<file path="config.mk">
export PLATFORM = sky130hd
export DESIGN_NAME = control_unit_fsm
export DESIGN_NICKNAME = d
export VERILOG_FILES = /design/src/rtl/control_unit_fsm_pkg.sv /design/src/rtl/control_unit_fsm_decode.sv /design/src/rtl/control_unit_fsm.sv
export SDC_FILE = /design/constraint.sdc
export NUM_CORES = 1
export LEC_CHECK = 0
export CORE_AREA = 2 2 74 76
export CTS_BUF_LIST = sky130_fd_sc_hd__clkbuf_8
export CTS_CLUSTER_DIAMETER = 80
export DETAILED_ROUTE_END_ITERATION = 10
export DIE_AREA = 0 0 76 78
export HOLD_SLACK_MARGIN = 0.12
export SETUP_SLACK_MARGIN = 0.1
export SLEW_MARGIN = 15
export SYNTH_ARGS = -nofsm -noshare
export SYNTH_HDL_FRONTEND = slang
export SYNTH_SLANG_ARGS = --single-unit
</file>
<file path="constraint.sdc">
create_clock -name CLK -period 2.76 [get_ports CLK]
set_clock_uncertainty 0.2 [all_clocks]
set_input_delay 0.552 -clock CLK [delete_from_list [all_inputs] [get_ports CLK]]
set_output_delay 0.552 -clock CLK [all_outputs]
set_load 0.005 [all_outputs]
</file>
<file path="src/rtl/control_unit_fsm_pkg.sv">
// Shared definitions for the cs147sec05 control unit: opcodes, ALU codes, CTRL bit map, states.
// ILLEGAL_TRAP_EN adds the HALT state used for unknown encodings.
package control_unit_fsm_pkg;

  localparam int CTRL_W = 32;
  localparam logic [CTRL_W-1:0] FETCH_VEC = 32'h8000_0010;

  // CTRL bit indices
  localparam int PC_LOAD   = 0;
  localparam int PC_SEL_1  = 1;
  localparam int PC_SEL_2  = 2;
  localparam int PC_SEL_3  = 3;
  localparam int MEM_R     = 4;
  localparam int MEM_W     = 5;
  localparam int R1_SEL_1  = 6;
  localparam int REG_R     = 7;
  localparam int REG_W     = 8;
  localparam int WA_SEL_1  = 9;
  localparam int WA_SEL_2  = 10;
  localparam int WA_SEL_3  = 11;
  localparam int WD_SEL_1  = 12;
  localparam int WD_SEL_2  = 13;
  localparam int WD_SEL_3  = 14;
  localparam int SP_LOAD   = 15;
  localparam int OP1_SEL_1 = 16;
  localparam int OP2_SEL_1 = 17;
  localparam int OP2_SEL_2 = 18;
  localparam int OP2_SEL_3 = 19;
  localparam int OP2_SEL_4 = 20;
  localparam int ALU_LO    = 21;
  localparam int ALU_HI    = 25;
  localparam int MA_SEL_1  = 26;
  localparam int R2_LD     = 27;
  localparam int MD_SEL_1  = 29;
  localparam int R1_LD     = 30;
  localparam int MA_SEL_2  = 31;

  localparam logic [5:0] OP_RTYPE = 6'h00;
  localparam logic [5:0] OP_JMP   = 6'h02;
  localparam logic [5:0] OP_JAL   = 6'h03;
  localparam logic [5:0] OP_BEQ   = 6'h04;
  localparam logic [5:0] OP_BNE   = 6'h05;
  localparam logic [5:0] OP_ADDI  = 6'h08;
  localparam logic [5:0] OP_SLTI  = 6'h0a;
  localparam logic [5:0] OP_ANDI  = 6'h0c;
  localparam logic [5:0] OP_ORI   = 6'h0d;
  localparam logic [5:0] OP_LUI   = 6'h0f;
  localparam logic [5:0] OP_PUSH  = 6'h1b;
  localparam logic [5:0] OP_POP   = 6'h1c;
  localparam logic [5:0] OP_MULI  = 6'h1d;
  localparam logic [5:0] OP_LW    = 6'h23;
  localparam logic [5:0] OP_SW    = 6'h2b;

  localparam logic [5:0] F_SLL = 6'h01;
  localparam logic [5:0] F_SRL = 6'h02;
  localparam logic [5:0] F_JR  = 6'h08;
  localparam logic [5:0] F_ADD = 6'h20;
  localparam logic [5:0] F_SUB = 6'h22;
  localparam logic [5:0] F_AND = 6'h24;
  localparam logic [5:0] F_OR  = 6'h25;
  localparam logic [5:0] F_NOR = 6'h27;
  localparam logic [5:0] F_SLT = 6'h2a;
  localparam logic [5:0] F_MUL = 6'h2c;

  localparam logic [4:0] ALU_ADD = 5'd1;
  localparam logic [4:0] ALU_SUB = 5'd2;
  localparam logic [4:0] ALU_MUL = 5'd3;
  localparam logic [4:0] ALU_SHR = 5'd4;
  localparam logic [4:0] ALU_SHL = 5'd5;
  localparam logic [4:0] ALU_AND = 5'd6;
  localparam logic [4:0] ALU_OR  = 5'd7;
  localparam logic [4:0] ALU_NOR = 5'd8;
  localparam logic [4:0] ALU_SLT = 5'd9;

  typedef enum logic [2:0] {
    S_FETCH  = 3'd0,
    S_DECODE = 3'd1,
    S_EXE    = 3'd2,
    S_MEM    = 3'd3,
`ifdef ILLEGAL_TRAP_EN
    S_WB     = 3'd4,
    S_HALT   = 3'd5
`else
    S_WB     = 3'd4
`endif
  } state_t;

  typedef enum logic [1:0] {BR_NONE, BR_EQ, BR_NE} br_t;

  typedef struct packed {
    logic [CTRL_W-1:0] sel;
    logic              reg_w;
    logic              mem_r;
    logic              mem_w;
    logic              sp_load;
    br_t               br;
    logic              illegal;
  } dec_t;

  // ALU code for the register-register funct values; 0 for anything else
  function automatic logic [4:0] funct_alu(input logic [5:0] f);
    case (f)
      F_ADD:   funct_alu = ALU_ADD;
      F_SUB:   funct_alu = ALU_SUB;
      F_MUL:   funct_alu = ALU_MUL;
      F_AND:   funct_alu = ALU_AND;
      F_OR:    funct_alu = ALU_OR;
      F_NOR:   funct_alu = ALU_NOR;
      F_SLT:   funct_alu = ALU_SLT;
      F_SLL:   funct_alu = ALU_SHL;
      F_SRL:   funct_alu = ALU_SHR;
      default: funct_alu = 5'd0;
    endcase
  endfunction

endpackage

</file>
<file path="src/rtl/control_unit_fsm_decode.sv">
// control_decode: maps opcode/funct of the latched IR to the held select fields and class flags.
// Strobes (reg_w, mem_r, mem_w, sp_load, branch) are only flags here; the FSM gates them by state.
module control_decode
  import control_unit_fsm_pkg::*;
(
  input  logic [5:0] op,
  input  logic [5:0] funct,
  output dec_t       dec
);

  always_comb begin
    dec               = '0;
    dec.br            = BR_NONE;
    dec.sel[PC_SEL_1] = 1'b1;
    dec.sel[PC_SEL_3] = 1'b1;
    case (op)
      OP_RTYPE: begin
        case (funct)
          F_ADD, F_SUB, F_MUL, F_AND, F_OR, F_NOR, F_SLT: begin
            dec.sel[ALU_HI:ALU_LO] = funct_alu(funct);
            dec.sel[OP2_SEL_4]     = 1'b1;
            dec.sel[WA_SEL_3]      = 1'b1;
            dec.sel[WD_SEL_3]      = 1'b1;
            dec.reg_w              = 1'b1;
          end
          F_SLL, F_SRL: begin
            dec.sel[ALU_HI:ALU_LO] = funct_alu(funct);
            dec.sel[OP2_SEL_3]     = 1'b1;
            dec.sel[OP2_SEL_1]     = 1'b1;
            dec.sel[WA_SEL_3]      = 1'b1;
            dec.sel[WD_SEL_3]      = 1'b1;
            dec.reg_w              = 1'b1;
          end
          F_JR: begin
            dec.sel[PC_SEL_1] = 1'b0;
            dec.sel[PC_SEL_2] = 1'b0;
          end
          default: dec.illegal = 1'b1;
        endcase
      end
      OP_ADDI, OP_MULI, OP_SLTI, OP_ANDI, OP_ORI: begin
        case (op)
          OP_ADDI: dec.sel[ALU_HI:ALU_LO] = ALU_ADD;
          OP_MULI: dec.sel[ALU_HI:ALU_LO] = ALU_MUL;
          OP_SLTI: dec.sel[ALU_HI:ALU_LO] = ALU_SLT;
          OP_ANDI: dec.sel[ALU_HI:ALU_LO] = ALU_AND;
          default: dec.sel[ALU_HI:ALU_LO] = ALU_OR;
        endcase
        // andi/ori take the zero-extended immediate
        dec.sel[OP2_SEL_2] = (op != OP_ANDI) && (op != OP_ORI);
        dec.sel[WA_SEL_1]  = 1'b1;
        dec.sel[WA_SEL_3]  = 1'b1;
        dec.sel[WD_SEL_3]  = 1'b1;
        dec.reg_w          = 1'b1;
      end
      OP_LUI: begin
        dec.sel[WD_SEL_2] = 1'b1;
        dec.sel[WD_SEL_3] = 1'b1;
        dec.sel[WA_SEL_1] = 1'b1;
        dec.sel[WA_SEL_3] = 1'b1;
        dec.reg_w         = 1'b1;
      end
      OP_LW: begin
        dec.sel[ALU_HI:ALU_LO] = ALU_ADD;
        dec.sel[OP2_SEL_2]     = 1'b1;
        dec.sel[WD_SEL_1]      = 1'b1;
        dec.sel[WD_SEL_3]      = 1'b1;
        dec.sel[WA_SEL_1]      = 1'b1;
        dec.sel[WA_SEL_3]      = 1'b1;
        dec.mem_r              = 1'b1;
        dec.reg_w              = 1'b1;
      end
      OP_SW: begin
        dec.sel[ALU_HI:ALU_LO] = ALU_ADD;
        dec.sel[OP2_SEL_2]     = 1'b1;
        dec.mem_w              = 1'b1;
      end
      OP_BEQ, OP_BNE: begin
        dec.sel[ALU_HI:ALU_LO] = ALU_SUB;
        dec.sel[OP2_SEL_4]     = 1'b1;
        dec.br                 = (op == OP_BEQ) ? BR_EQ : BR_NE;
      end
      OP_JMP: dec.sel[PC_SEL_3] = 1'b0;
      OP_JAL: begin
        // return address PC+1 goes to r31
        dec.sel[PC_SEL_3] = 1'b0;
        dec.sel[WA_SEL_2] = 1'b1;
        dec.reg_w         = 1'b1;
      end
      OP_PUSH: begin
        dec.sel[R1_SEL_1]      = 1'b1;
        dec.sel[OP1_SEL_1]     = 1'b1;
        dec.sel[ALU_HI:ALU_LO] = ALU_SUB;
        dec.sel[OP2_SEL_3]     = 1'b1;
        dec.sel[MA_SEL_1]      = 1'b1;
        dec.sel[MD_SEL_1]      = 1'b1;
        dec.mem_w              = 1'b1;
        dec.sp_load            = 1'b1;
      end
      OP_POP: begin
        // pop reads from the incremented SP, so the address comes from the ALU
        dec.sel[OP1_SEL_1]     = 1'b1;
        dec.sel[ALU_HI:ALU_LO] = ALU_ADD;
        dec.sel[OP2_SEL_3]     = 1'b1;
        dec.sel[WD_SEL_1]      = 1'b1;
        dec.sel[WD_SEL_3]      = 1'b1;
        dec.sel[WA_SEL_1]      = 1'b1;
        dec.sel[WA_SEL_3]      = 1'b1;
        dec.mem_r              = 1'b1;
        dec.reg_w              = 1'b1;
        dec.sp_load            = 1'b1;
      end
      default: dec.illegal = 1'b1;
    endcase
  end

endmodule

</file>
<file path="src/rtl/control_unit_fsm.sv">
// Five-state multi-cycle control unit: owns state, IR and state gating of the CTRL strobes.
// Build option ILLEGAL_TRAP_EN: unknown encodings park the FSM in HALT until reset.
module control_unit_fsm
  import control_unit_fsm_pkg::*;
(
  input  logic              CLK,
  input  logic              RST,
  input  logic [31:0]       INSTRUCTION,
  input  logic              ZERO,
  output logic [CTRL_W-1:0] CTRL,
  output logic [2:0]        STATE
);

  state_t      state, state_nxt;
  logic [31:0] ir;
  dec_t        dec;
  logic        unused_ir;

  control_decode u_dec (
    .op    (ir[31:26]),
    .funct (ir[5:0]),
    .dec   (dec)
  );

  assign unused_ir = ^ir[25:6];
  assign STATE     = state;

  always_ff @(posedge CLK or negedge RST) begin
    if (!RST) state <= S_FETCH;
    else      state <= state_nxt;
  end

  always_ff @(posedge CLK or negedge RST) begin
    if (!RST)                 ir <= '0;
    else if (state == S_FETCH) ir <= INSTRUCTION;
  end

  always_comb begin
    state_nxt = S_FETCH;
    case (state)
      S_FETCH:  state_nxt = S_DECODE;
`ifdef ILLEGAL_TRAP_EN
      S_DECODE: state_nxt = dec.illegal ? S_HALT : S_EXE;
      S_HALT:   state_nxt = S_HALT;
`else
      S_DECODE: state_nxt = S_EXE;
`endif
      S_EXE:    state_nxt = S_MEM;
      S_MEM:    state_nxt = S_WB;
      S_WB:     state_nxt = S_FETCH;
      default:  state_nxt = S_FETCH;
    endcase
  end

  always_comb begin
    CTRL = FETCH_VEC;
    case (state)
      S_FETCH: CTRL = FETCH_VEC;
      S_DECODE: begin
        CTRL        = dec.sel;
        CTRL[REG_R] = 1'b1;
        CTRL[R1_LD] = 1'b1;
        CTRL[R2_LD] = 1'b1;
      end
      S_EXE: CTRL = dec.sel;
      S_MEM: begin
        CTRL        = dec.sel;
        CTRL[MEM_R] = dec.mem_r;
        CTRL[MEM_W] = dec.mem_w;
      end
      S_WB: begin
        CTRL          = dec.sel;
        CTRL[PC_LOAD] = 1'b1;
        CTRL[REG_W]   = dec.reg_w;
        CTRL[SP_LOAD] = dec.sp_load;
        // ZERO only matters here; branch target chosen from the ALU compare
        case (dec.br)
          BR_EQ:   CTRL[PC_SEL_2] = ZERO;
          BR_NE:   CTRL[PC_SEL_2] = ~ZERO;
          default: CTRL[PC_SEL_2] = dec.sel[PC_SEL_2];
        endcase
      end
`ifdef ILLEGAL_TRAP_EN
      S_HALT: CTRL = '0;
`endif
      default: CTRL = FETCH_VEC;
    endcase
  end

endmodule

</file>
# Word level (Yosys, flattened, before mapping)
# Index checks and enable logic that the tools add are counted.
[totals] mem_count=0 output_inout_bits=35 latchBits=0 word_cells=80 register_bits=35 mem_bits_rw=0 in_bits=35 rom_bits=0
[classes] div_mod_pow=0 n_eq_ne=32 reduce_logical=17 mux=28 magnitude_cmp=0 n_mul=0 shifts=0 n_addsub=0 bitwise_logic=1
[ops] op="32-bit one-hot mux with 4 select lines" count=1
[ops] op="6-bit equality test, second input constant" count=9
[ops] op="6-bit by 4-bit equality test with 1-bit output, second input constant" count=6
[ops] op="4-bit one-hot mux with 9 select lines" count=1
[ops] op="5-bit one-hot mux with 4 select lines" count=1
[ops] op="6-bit by 2-bit equality test with 1-bit output, second input constant" count=3
[ops] op="6-bit by 5-bit equality test with 1-bit output, second input constant" count=3
[ops] op="9-bit OR reduction" count=2
[ops] op="4-bit one-hot mux with 4 select lines" count=1
[ops] op="1-bit 2-to-1 mux" count=14
[ops] op="2-bit OR reduction" count=7
[ops] op="6-bit by 3-bit equality test with 1-bit output, second input constant" count=2
[ops] op="6-bit by 4-bit inequality test with 1-bit output, second input constant" count=2
[ops] op="1-bit one-hot mux with 2 select lines" count=6
[ops] op="3-bit one-hot mux with 4 select lines" count=1
[ops] op="8-bit OR reduction" count=1
[ops] op="7-bit OR reduction" count=1
[ops] op="3-bit by 2-bit equality test with 1-bit output, second input constant" count=2
[ops] op="6-bit by 1-bit equality test with 1-bit output, second input constant" count=1
[ops] op="6-bit logical NOT" count=1
[ops] op="3-bit OR reduction" count=2
[ops] op="5-bit 2-to-1 mux" count=1
[ops] op="5-bit OR reduction" count=1
[ops] op="2-bit 2-to-1 mux" count=2
[ops] op="other kinds (7)" count=7

# Logic depth before layout (Yosys ltp)
[logic_depth] ltp_word=6 ltp_mapped=7 ltp_nobuf=5

# By module
# From an unflattened synthesis, not the netlist that was laid out.
[unflattened] hier_cells=229 hier_area_um2=1815.5
[modules_own_cells] module="control_unit_fsm" seq_area_each_um2=375.4 area_each_um2=1022.2 cells_each=102 n_inst=1
[modules_own_cells] module="control_decode" seq_area_each_um2=0.0 area_each_um2=793.3 cells_each=127 n_inst=1

# Worst setup path after synthesis
# Ideal clock, no wire load.
[synth_timing] path_type="flip-flop to output port" start="register state[1], in the netlist STATE[1]" end="output port CTRL[26]" t_arrival_ps=1467 required_time_ps=2008 n_path_buf=2 setup_slack_ps=541 path_stages_with_launch=6 cell_sequence="dfrtp_1 > nor2_1 > xor2_2 > buf_2 > nor3_1 > buf_4"
[synth_between] elab_chain_len=2 word_cells_on_any_way=5 classes_between="eq/ne (4); mux (1)"
[synth_rtl] element="start: declaration" line="control_unit_fsm.sv:14" rtl="state_t state, state_nxt;"
[synth_rtl] element="start signal: assignment" line="control_unit_fsm.sv:30" rtl="else state <= state_nxt;"
[synth_rtl] element="3-bit equality test (tied with other cells)" line="control_unit_fsm.sv:57" rtl="case (state)"
[synth_rtl] element="32-bit one-hot mux with 4 select lines *" line="control_unit_fsm.sv:57"
[synth_rtl] element="end: declaration" line="control_unit_fsm.sv:10" rtl="output logic [CTRL_W-1:0] CTRL,"
# Every way passes the cells marked *; elsewhere a longest branch is shown, timed or not.

# Worst setup path after layout
[layout_timing] start="register ir[29]" end="output port CTRL[22]"
[layout_between] elab_chain_len=4 word_cells_on_any_way=18 classes_between="eq/ne (11); mux (3); reduce/logical (4)"
[layout_rtl] element="start: declaration" line="control_unit_fsm.sv:15" rtl="logic [31:0] ir;"
[layout_rtl] element="start signal: assignment" line="control_unit_fsm.sv:34" rtl="if (!RST) ir <= '0;"
[layout_rtl] element="start signal: assignment" line="control_unit_fsm.sv:35" rtl="else if (state == S_FETCH) ir <= INSTRUCTION;"
[layout_rtl] element="6-bit by 4-bit equality test with 1-bit output (tied with other cells)" line="control_unit_fsm_decode.sv:16, control_unit_fsm_decode.sv:42"
[layout_rtl] element="4-bit one-hot mux with 4 select lines (tied with other cells)" line="control_unit_fsm_decode.sv:42" rtl="case (op)"
[layout_rtl] element="5-bit one-hot mux with 4 select lines *" line="control_unit_fsm_decode.sv:16" rtl="case (op)"
[layout_rtl] element="32-bit one-hot mux with 4 select lines *" line="control_unit_fsm.sv:57"
# Marked as above.

==> results list <==
* Result of the run: finished, final reports clean
* Total negative slack for setup checks: 0 ps
* Worst vdd ir: ~0.00025 V
- Commonest non-fill, non-tap cells in the layout: sky130_fd_sc_hd__buf_4, sky130_fd_sc_hd__clkdlybuf4s50_1, sky130_fd_sc_hd__nor2_1
- Final max-slew violation count: 0
- Worst min-delay path class: register to register
* Tightest hold margin: 415.4 ps
- Main synth FF type: sky130_fd_sc_hd__dfrtp_1
* Reg clk slew, reported paths: roughly 60 ps
- Excluding fillers, the count of instances in the completed layout stands at ~330.
- Cells after synthesis: 183
- The detailed router finished its first iteration with 94 violations.
- Max Clock Freq: 382.6 MHz
* TritonCTS clock tree: built
* Drt first pass iters: 4
* Crit end category: output port
- The first global-routing pass estimated approximately 7100 um of wire.
* Clock sink count: 15
* Routability congestion estimate: 0.7874
* Standard cell with the maximum stage delay on the critical path: sky130_fd_sc_hd__dfrtp_2
- In the final routing, the length of wire on met1 measures a little under 2000 um.
- In this run the standard cell core region covers just over 5000 um^2.
* Syn_area_per_cell: between 8 and 9 um^2
- Counting the fill cells in the layout gives a little over 500.
* Maximum number of pins on one net before global-route repair: 16
- Period Utilization, post-route: a little over nine tenths
- Cell total after placement: slightly above 300
- Total grt overflow: 0
* Via count: between 1500 and 2000
- Setup repair after global routing could not meet its margin everywhere.
- The worst setup path is of the register to output port kind.
* Total Routed Length: 4390 um
- During placement, the flow inserted port buffers numbering 47.
- Cell type contributing the most total cell area after synthesis: sky130_fd_sc_hd__dfrtp_1
* Number of levels the H-tree was split into: 1
- The post-route netlist has around 45% of its cells at a drive strength greater than 1.
- In this run the clock root is driven by a sky130_fd_sc_hd__clkbuf_8.
* Gr usage total: roughly 14%
- Data arrives at the worst endpoint at ~1900 ps.
- Once the floorplan was initialized, standard cells occupied between 20% and 30% of the core.
- In this design, the stage delay of the slowest critical-path cell is approximately 450 ps.
- The number of global-route vias before repair came to between 1000 and 1500.
* Critical path required time: 2010 ps
- 70 I/O pins were placed.
- Core occupancy in the finished layout: slightly below 50%
- Standard-cell row count: 26
- Last element of the critical path: CTRL[22]
* Initial antenna violation count: 0
- CTS Buf Count: 3
* Most common cell after layout, fill and taps aside: sky130_fd_sc_hd__buf_4
- Number of setup violations in the final report: 0
- Die Area: 5928 um^2
* Relative slew slack: a little over half
- Met3 layer wire length in the routed design: about 280 um
* Leading cell types by total area after synthesis: sky130_fd_sc_hd__dfrtp_1, sky130_fd_sc_hd__mux2_2, sky130_fd_sc_hd__buf_4
- Wire per inst: 13.14 um
- For the pin with the worst max-slew slack, the measured transition is 673.6 ps.
- Sequential element share of the synthesized area: approximately a quarter
- Number of nets still failing antenna checks after routing: 0
- Tracing the worst setup path back leads to its startpoint at ir[29].
- The top cell type by area accounts for between 20 and 25% of the synthesized area.
- Max-capacitance violation count: 0
- Dividing the detail-routed via count by the number of cells gives ~4.8.
- Multi-input logic area: around 1100 um^2
- Synthesis instantiated between 50 and 60 different standard cells from the library.
- For the worst flop-to-flop path, the logic depth is 4.
* Final count of hold timing violations: 0
- Worst-case clock buffer depth: 2
- R2R Path Start: STATE[2]
- Synthesized flop and latch total: 15
- Power per cell area: roughly 240 nW/um^2
- Summing all flip-flop and latch instances after layout gives 390.4 um^2.
- Leakage: ~1.1 nW
- Worst-skew pair later-pin latency: 250 ps
* Area of the mapped netlist: around 1500 um^2
- Die height: 78 um
- Signal routing reaches up to met4.
- Endpoint of the worst-slack reg-to-reg timing path: ir[31]
* Post-synth EDFFs: 0
* Post-layout min period: between 2000 and 3000 ps
* Crit path launch type: register
* CTS Hold Bufs: 0
* DP Wirelength: approximately 3000 um
* Crit-path cells: buf_6 -> and3b_1 -> o211ai_1 -> a21oi_1 -> o21bai_2 -> nor2_1 -> dlygate4sd2_1
* Number of inserted diodes: 0
- In the routed design, unresolved DRC markers number 0.
- Of all nets on the critical path, the largest fanout is 5.
- Power comes to ~0.0006 W.
* Sum of met2 wire segment lengths after detailed routing: roughly 2000 um
* Area growth from synthesis to final layout: 65.78%
- The floorplan step set the die width to 76 um.
* Count of yosys warnings during synthesis: 0
- After the last flow step, the layout net total stands at 300.
* Post-synthesis async set-or-reset flop share: between 90% and 100%
* Reg-to-reg setup timing slack: 1020 ps
## metal layers
layer / GRT usage (%) / up-vias
met5: 0 / -
met2: 22.68 / 59
met3: 2.093 / 12
met4: 5.273 / 0
li1: - / 799
met1: 20.11 / 742
## cell usage after synthesis, types with 3 or more instances
| master | number |
|---|---|
| sky130_fd_sc_hd__a21oi_1 | 11 |
| sky130_fd_sc_hd__a31oi_1 | 3 |
| sky130_fd_sc_hd__and2b_1 | 3 |
| sky130_fd_sc_hd__buf_2 | 6 |
| sky130_fd_sc_hd__buf_4 | 11 |
| sky130_fd_sc_hd__buf_6 | 3 |
| sky130_fd_sc_hd__dfrtp_1 | 15 |
| sky130_fd_sc_hd__mux2_2 | 11 |
| sky130_fd_sc_hd__nand2_1 | 12 |
| sky130_fd_sc_hd__nand2b_1 | 5 |
| sky130_fd_sc_hd__nand3_1 | 3 |
| sky130_fd_sc_hd__nor2_1 | 22 |
| sky130_fd_sc_hd__nor2b_1 | 7 |
| sky130_fd_sc_hd__nor3_1 | 12 |
| sky130_fd_sc_hd__nor3b_1 | 3 |
| sky130_fd_sc_hd__o21ai_0 | 6 |
| sky130_fd_sc_hd__or3_1 | 3 |
| sky130_fd_sc_hd__xnor2_1 | 3 |
## through the flow
step / cell area, um^2 / setup slack, ps
detailed placement: 2105 / 15.43
CTS: 2376 / 21.43
floorplan: 1514 / 540.5
global route: 2504 / 16.83
global placement: 2105 / 11.01
finish: 2504 / 146.0
## timing repair
item | 4_1_cts | 5_1_grt
buffers inserted | 15 | 10
pin swaps | 12 | 13
resized for setup | 55 | 34
endpoints found under the setup margin | 26 | 19
cloned | 1 | 0
## how the worst min path moves through the flow
stage | startpoint | end | slack (ps) | cells after the start
final | ir[29] | ir[29] | 420 | 1
after detailed placement | STATE[0] | STATE[0] | 350 | 2
after CTS | ir[29] | ir[29] | 410 | 1
after global routing | ir[29] | ir[29] | 440 | 1
after global placement | STATE[0] | STATE[0] | 350 | 2
after floorplan | RST | STATE[0] | 60 | 0
## cells by family (layout without fill, tap and decap cells)
kind of cell / count (synthesis) / after routing / share of synthesized area [%]
simple gates: 90 / 90 / 35.38
compound gates: 34 / 34 / 14.58
buf+inv: 24 / 104 / 10.77
xor+xnor: 5 / 5 / 3.894
flops: 15 / 15 / 24.86
other cells: 1 / 2 / 0.2483
mux: 14 / 14 / 10.27
## area by class of cell
cell class                      instances  area share [%]
Sequential cell                        15           15.59
Multi-Input combinational cell        145           44.68
Inverter                                2          0.2999
Tap cell                               70           3.498
Timing Repair Buffer                   98           34.13
Clock inverter                          1          0.1499
Clock buffer                            3           1.649
## sequential cells by signal, summed over array words and instances (netlist names)
signal,flops
STATE,3
ir,12
## power breakdown
group	switching, W	internal [W]	total, W
clock	0.0000726	0.0000984	0.000171
combinational	0.0000796	0.000106	0.000185
sequential	0.0000201	0.000231	0.000251
total	0.000172	0.000435	0.000607
## critical path, delay by kind of cell (launching register included)
family	cells	cell delay [ps]
compound gates	3	510
buf+inv	2	400
flops	1	450
simple gates	2	260
Note: power is estimated with default switching activity, not from simulation.
